<file path="src/rtl/alu_operand_issue.sv">
// ID->EX operand issue stage: captures decoded operands, forwards EX/MEM results,
// and presents A/B/ALU_Sel/out_rd to the ALU through a 2-entry skid buffer.
// Ports: clk, rst (async, active-high); decode side in_valid/in_ready, in_a, in_b,
// in_rs_a, in_rs_b, in_sel, in_rd; forwarding fwd_ex_*, fwd_mem_*; flush;
// ALU side out_valid/out_ready, A, B, ALU_Sel, out_rd.
module alu_operand_issue #(
  parameter int DATA_W = 8,
  parameter int SEL_W  = 4,
  parameter int REG_AW = 3
) (
  input  logic              clk,
  input  logic              rst,
  input  logic              in_valid,
  output logic              in_ready,
  input  logic [DATA_W-1:0] in_a,
  input  logic [DATA_W-1:0] in_b,
  input  logic [REG_AW-1:0] in_rs_a,
  input  logic [REG_AW-1:0] in_rs_b,
  input  logic [SEL_W-1:0]  in_sel,
  input  logic [REG_AW-1:0] in_rd,
  input  logic              fwd_ex_valid,
  input  logic [REG_AW-1:0] fwd_ex_rd,
  input  logic [DATA_W-1:0] fwd_ex_data,
  input  logic              fwd_mem_valid,
  input  logic [REG_AW-1:0] fwd_mem_rd,
  input  logic [DATA_W-1:0] fwd_mem_data,
  input  logic              flush,
  output logic              out_valid,
  input  logic              out_ready,
  output logic [DATA_W-1:0] A,
  output logic [DATA_W-1:0] B,
  output logic [SEL_W-1:0]  ALU_Sel,
  output logic [REG_AW-1:0] out_rd
);

  typedef enum logic [1:0] {EMPTY, ONE, TWO} state_t;

  state_t state_q, state_d;

  logic [DATA_W-1:0] a_q, b_q, skid_a_q, skid_b_q;
  logic [SEL_W-1:0]  sel_q, skid_sel_q;
  logic [REG_AW-1:0] rd_q, skid_rd_q;
  logic [DATA_W-1:0] fwd_a, fwd_b;
  logic              accept, drain;
  logic              ld_new, ld_skid, ld_from_skid;

  // EX result is younger than MEM, so it wins on a double match.
  function automatic logic [DATA_W-1:0] pick(
    input logic [REG_AW-1:0] rs,
    input logic [DATA_W-1:0] rf,
    input logic              ex_v,
    input logic [REG_AW-1:0] ex_rd,
    input logic [DATA_W-1:0] ex_d,
    input logic              mem_v,
    input logic [REG_AW-1:0] mem_rd,
    input logic [DATA_W-1:0] mem_d
  );
    if (rs == '0)
      return '0;
    else if (ex_v && ex_rd == rs)
      return ex_d;
    else if (mem_v && mem_rd == rs)
      return mem_d;
    else
      return rf;
  endfunction

  assign fwd_a = pick(in_rs_a, in_a, fwd_ex_valid, fwd_ex_rd,
                      fwd_ex_data, fwd_mem_valid, fwd_mem_rd,
                      fwd_mem_data);
  assign fwd_b = pick(in_rs_b, in_b, fwd_ex_valid, fwd_ex_rd,
                      fwd_ex_data, fwd_mem_valid, fwd_mem_rd,
                      fwd_mem_data);

  // in_ready comes straight from the state register: no path from out_ready.
  assign in_ready  = (state_q != TWO);
  assign out_valid = (state_q != EMPTY);
  assign accept    = in_valid & in_ready;
  assign drain     = out_valid & out_ready;

  always_comb begin
    state_d      = state_q;
    ld_new       = 1'b0;
    ld_skid      = 1'b0;
    ld_from_skid = 1'b0;
    if (flush) begin
      state_d = EMPTY;
    end else begin
      case (state_q)
        EMPTY: begin
          if (accept) begin
            state_d = ONE;
            ld_new  = 1'b1;
          end
        end
        ONE: begin
          if (accept && drain) begin
            ld_new = 1'b1;
          end else if (accept) begin
            state_d = TWO;
            ld_skid = 1'b1;
          end else if (drain) begin
            state_d = EMPTY;
          end
        end
        TWO: begin
          if (drain) begin
            state_d      = ONE;
            ld_from_skid = 1'b1;
          end
        end
        default: state_d = EMPTY;
      endcase
    end
  end

  always_ff @(posedge clk or posedge rst) begin
    if (rst) begin
      state_q    <= EMPTY;
      a_q        <= '0;
      b_q        <= '0;
      sel_q      <= '0;
      rd_q       <= '0;
      skid_a_q   <= '0;
      skid_b_q   <= '0;
      skid_sel_q <= '0;
      skid_rd_q  <= '0;
    end else begin
      state_q <= state_d;
      if (ld_new) begin
        a_q   <= fwd_a;
        b_q   <= fwd_b;
        sel_q <= in_sel;
        rd_q  <= in_rd;
      end else if (ld_from_skid) begin
        a_q   <= skid_a_q;
        b_q   <= skid_b_q;
        sel_q <= skid_sel_q;
        rd_q  <= skid_rd_q;
      end
      if (ld_skid) begin
        skid_a_q   <= fwd_a;
        skid_b_q   <= fwd_b;
        skid_sel_q <= in_sel;
        skid_rd_q  <= in_rd;
      end
    end
  end

  assign A       = a_q;
  assign B       = b_q;
  assign ALU_Sel = sel_q;
  assign out_rd  = rd_q;

endmodule
</file>
<file path="config.mk">
export PLATFORM = sky130hd
export DESIGN_NAME = alu_operand_issue
export DESIGN_NICKNAME = d
export VERILOG_FILES = /design/src/rtl/alu_operand_issue.sv
export SDC_FILE = /design/constraint.sdc
export NUM_CORES = 1
export LEC_CHECK = 0
export ABC_AREA = 1
export BUFFER_PORTS_ARGS = -buffer_cell sky130_fd_sc_hd__buf_2
export CAP_MARGIN = 20
export CORE_UTILIZATION = 45
export CTS_BUF_LIST = sky130_fd_sc_hd__clkbuf_8
export DETAILED_ROUTE_END_ITERATION = 8
export PLACE_DENSITY = 0.73
export SLEW_MARGIN = 40
export SYNTH_ARGS = -nofsm -noshare
export SYNTH_HDL_FRONTEND = slang
export SYNTH_SLANG_ARGS = --single-unit
</file>
<file path="constraint.sdc">
create_clock -name clk -period 1.3 [get_ports clk]
set_input_delay 0.26 -clock clk [delete_from_list [all_inputs] [get_ports clk]]
set_output_delay 0.26 -clock clk [all_outputs]
set_load 0.005 [all_outputs]
</file>
==> out/qor.yml <==
drtIter0Drc: 175
maximum_number_of_buffers_from_clock_root_to_sink: 2
clock_sinks: 48
layout.nets: 566
detailed_place_hpwl_um: 5608
rsz0062_at_grt: "true"
crit_required_ps: 1040
antenna_cells: 0
yosysTopAreaCellShare: 0.4111
power.share.combinational: 0.368
cts_htree_levels: 2
worst_path_max_delay_cell: "sky130_fd_sc_hd__dfrtp_1"
final_hold_viol_count: 0
peak_freq_mhz: 739.7
number_of_core_rows: 28
die_h_um: 82.58
maxCapViolations: 0
dp.cells: 571
worst_pin_slew_ps: 370.6
critical_path.max_fanout: 3
synth_xor_xnor_area_share: 0
slew_headroom: 0.7524
synthesized_area_fraction_occupied_by_ao_oa_aoi_and_oai_cells: 0.1233
ys_seq_elements: 48
p_sw_frac: 0.3442
peakVddDrop_mv: 1.084
fin_setup_tns_ps: -385.2
cp_slowest_stage_delay_ps: 430
synth_seq_area_share: 0.4111
routed_wire_length_per_instance_um: 12.72
grt_start_max_net_pins: 34
globalRouteOverflowTotal: 0
dieArea_um2: 6819
final_cells: 584
synth_fp_nets: 458
placeableCoreArea_um2: 6096
worstSetupStartpointType: "flip-flop"
synth.cell_area_um2: 2922
synth.mux.area_fraction: 0
clock_skew_ps: 9.923
worst-endpoint-arrival_ps: 1090
design_power_total_mw: 5.614
seq_power_share: 0.436
grt_pass1_wl_um: 11890
synth-adder-area-share: 0
fillers: 596
top_level_ports: 83
dr_total_vias: 2956
syn_inst: 400
initial_core_util: 0.4793
cellLeakagePower_nw: 2.107
pwr_density_cell_nw_per_um2: 1452
horizontal_die_dimension_um: 82.58
cpLargestDelayFamily: "flip-flops"
drc: 0
synth_top_cells_by_area: "sky130_fd_sc_hd__dfrtp_1, sky130_fd_sc_hd__nand2_1, sky130_fd_sc_hd__nand3_1"
cts_tree: "done"
layout_worst_path_cycle_share: 1.040
place.port_buffers: 82
path_class: "flip-flop to output pin"
biggest_area_consumer_among_synthesized_cells: "sky130_fd_sc_hd__dfrtp_1"
finalCriticalPeriod_ps: 1352
worst_hold_slack_ps: 181.3
drive_above_1_share: 0.3418
detail_route.first_pass.iterations: 5
worst-path-buf-inv: 3
multi_input_comb_area_um2: 1511
globalplace.congestion: 0.8881
cp_cell_sequence: "inv_2 -> buf_6 -> nand2_4 -> buf_6"
wirelength_um: 7426
grt_pass1_vias: 2671
root_buffer: "sky130_fd_sc_hd__clkbuf_8"
worst_setup_path_end_kind: "output pin"
violations: "setup timing"
detail-route-antenna-nets: 0
internal_power_mw: 3.681
synth.lib_cells_used.distinct: 27
critical_path.most_common_cell: "sky130_fd_sc_hd__buf_6"
timing.final.ws_setup_ps: -51.95
warning_count_from_the_yosys_run: 0
placement.setup.worst_slack_ps: -121.8
synth_simple_gate_area_frac: 0.3739
final_max_slew_viol_count: 0
hold_path.class: "primary input to flip-flop"
outcome: "finished with violations"
area_delta_synth_final_pct: 32.33
number_of_antenna_violations_at_the_first_check_in_global_routing: 0
setup_violations: 25
sequential_cell_area_um2: 1202
track_usage: 0.2301
synth_area_per_cell_um2: 7.304
power.clock.fraction: 0.196
clkLatencyLatePin_ps: 310
tritoncts.num_buffers: 5
post_drt_via_cell_ratio: 5.062
net_switching_mw: 1.932
worst_setup_hold_path_clk_slew_ps: 90
synth_top_family_by_area: "simple AND/OR/NAND/NOR gates"
-- layout by cell type (no fill, tap or decap), types with 2 or more instances in the layout --
master / instances
sky130_fd_sc_hd__nor2_2: 2
sky130_fd_sc_hd__inv_2: 8
sky130_fd_sc_hd__nand3b_1: 4
sky130_fd_sc_hd__nand3_2: 8
sky130_fd_sc_hd__buf_4: 18
sky130_fd_sc_hd__nor2_4: 7
sky130_fd_sc_hd__nor2_1: 4
sky130_fd_sc_hd__nand2_4: 4
sky130_fd_sc_hd__o21a_1: 8
sky130_fd_sc_hd__o21ai_2: 3
sky130_fd_sc_hd__o21ai_1: 17
sky130_fd_sc_hd__nand3_1: 35
sky130_fd_sc_hd__nand2_2: 12
sky130_fd_sc_hd__buf_2: 80
sky130_fd_sc_hd__a21oi_1: 12
sky130_fd_sc_hd__nand2_1: 153
sky130_fd_sc_hd__dfrtp_1: 47
sky130_fd_sc_hd__inv_6: 2
sky130_fd_sc_hd__a21oi_2: 2
sky130_fd_sc_hd__clkinv_4: 2
sky130_fd_sc_hd__buf_6: 8
sky130_fd_sc_hd__buf_12: 4
sky130_fd_sc_hd__clkbuf_8: 5
sky130_fd_sc_hd__o211ai_1: 7
sky130_fd_sc_hd__o21ai_0: 10
sky130_fd_sc_hd__inv_1: 36
-- cell usage after synthesis --
master,number
sky130_fd_sc_hd__a21oi_1,12
sky130_fd_sc_hd__a21oi_2,2
sky130_fd_sc_hd__a31oi_1,1
sky130_fd_sc_hd__buf_2,5
sky130_fd_sc_hd__buf_4,2
sky130_fd_sc_hd__buf_6,4
sky130_fd_sc_hd__dfrtp_1,48
sky130_fd_sc_hd__inv_1,39
sky130_fd_sc_hd__inv_2,8
sky130_fd_sc_hd__inv_4,1
sky130_fd_sc_hd__nand2_1,158
sky130_fd_sc_hd__nand2_2,9
sky130_fd_sc_hd__nand2_4,2
sky130_fd_sc_hd__nand3_1,36
sky130_fd_sc_hd__nand3_2,8
sky130_fd_sc_hd__nand3b_1,4
sky130_fd_sc_hd__nand4_2,1
sky130_fd_sc_hd__nor2_1,4
sky130_fd_sc_hd__nor2_2,3
sky130_fd_sc_hd__nor2_4,6
sky130_fd_sc_hd__nor3_4,1
sky130_fd_sc_hd__o211ai_1,7
sky130_fd_sc_hd__o21a_1,8
sky130_fd_sc_hd__o21ai_0,12
sky130_fd_sc_hd__o21ai_1,16
sky130_fd_sc_hd__o21ai_2,2
sky130_fd_sc_hd__o22ai_1,1
-- cell families after synthesis --
group                  count (synthesis)
AND/OR/NAND/NOR                      232
AO/OA/AOI/OAI                         61
buffers and inverters                 59
flip-flops                            48
-- metal layers --
layer | track usage | vias to the layer above | wire length (µm)
met3 | 0.03956 | 9 | 380
met2 | 0.3901 | 88 | 3453
li1 | - | 1500 | -
met4 | 0.05690 | 0 | 97
met5 | 0 | - | 0
met1 | 0.3044 | 1359 | 3494
-- sequential cells by signal, indices dropped and copies added (netlist names) --
signal      count
B               8
A               8
ALU_Sel         4
skid_b_q        8
skid_sel_q      4
skid_a_q        8
state_q         2
skid_rd_q       3
out_rd          3
-- per-stage QoR --
step	util	cell area, µm²
after floorplan	-	2928
after global placement	0.5876	3582
after detailed placement	0.5876	3582
after CTS	0.6176	3765
after global routing	0.6342	3866
final	0.6342	3866
-- power by group through the flow --
stage          Sequential [mW]  Clock [mW]  Combinational [mW]
2_1_floorplan             2.45           0                1.10
3_3_place_gp              2.44           0                1.83
3_5_place_dp              2.46           0                1.88
4_1_cts                   2.44        1.13                1.97
5_1_grt                   2.51        1.18                2.35
6_report                  2.44        1.10                2.07
-- worst min-delay path, stage by stage --
cell                      delay [ps]
sky130_fd_sc_hd__buf_2            90
sky130_fd_sc_hd__nand2_1          40
sky130_fd_sc_hd__o21ai_0          60
-- path summary, 6_finish.rpt --
| kind | slack (ps) | startpoint | depth (start not counted) | end |
|---|---|---|---|---|
| setup / recovery | -50 | state_q[0]$_DFFE_PP0P_ | 4 | out_valid |
| max in group asynchronous | 350 | rst | 4 | state_q[1]$_DFFE_PP0P_ |
| hold reg to reg | 480 | B[7]$_DFFE_PP0P_ | 2 | B[7]$_DFFE_PP0P_ |
| hold / removal | 180 | in_rd[2] | 3 | skid_rd_q[2]$_DFFE_PP0P_ |
| min in group asynchronous | 480 | rst | 3 | out_rd[1]$_DFFE_PP0P_ |
| setup reg to reg | -30 | state_q[1]$_DFFE_PP0P_ | 6 | skid_sel_q[2]$_DFFE_PP0P_ |
-- final cells by class --
cell class / instances / area share
clock inverter: 3 / 0.01230
timing repair buffer: 112 / 0.1916
clock buffer: 5 / 0.01780
sequential: 48 / 0.3110
multi-input combinational: 293 / 0.3909
inverter: 48 / 0.05210
tap: 75 / 0.02427
-- repair_timing --
item                                    in CTS  in global routing
hold buffers                                 1                  0
buffers inserted                             2                  0
pin swaps                                    2                  2
endpoints found under the setup margin      41                 46
gates resized for setup                     12                 19
hold endpoints to repair                    15                  0
cloned                                       0                  2
No activity file was read; power rests on OpenSTA's default activity.
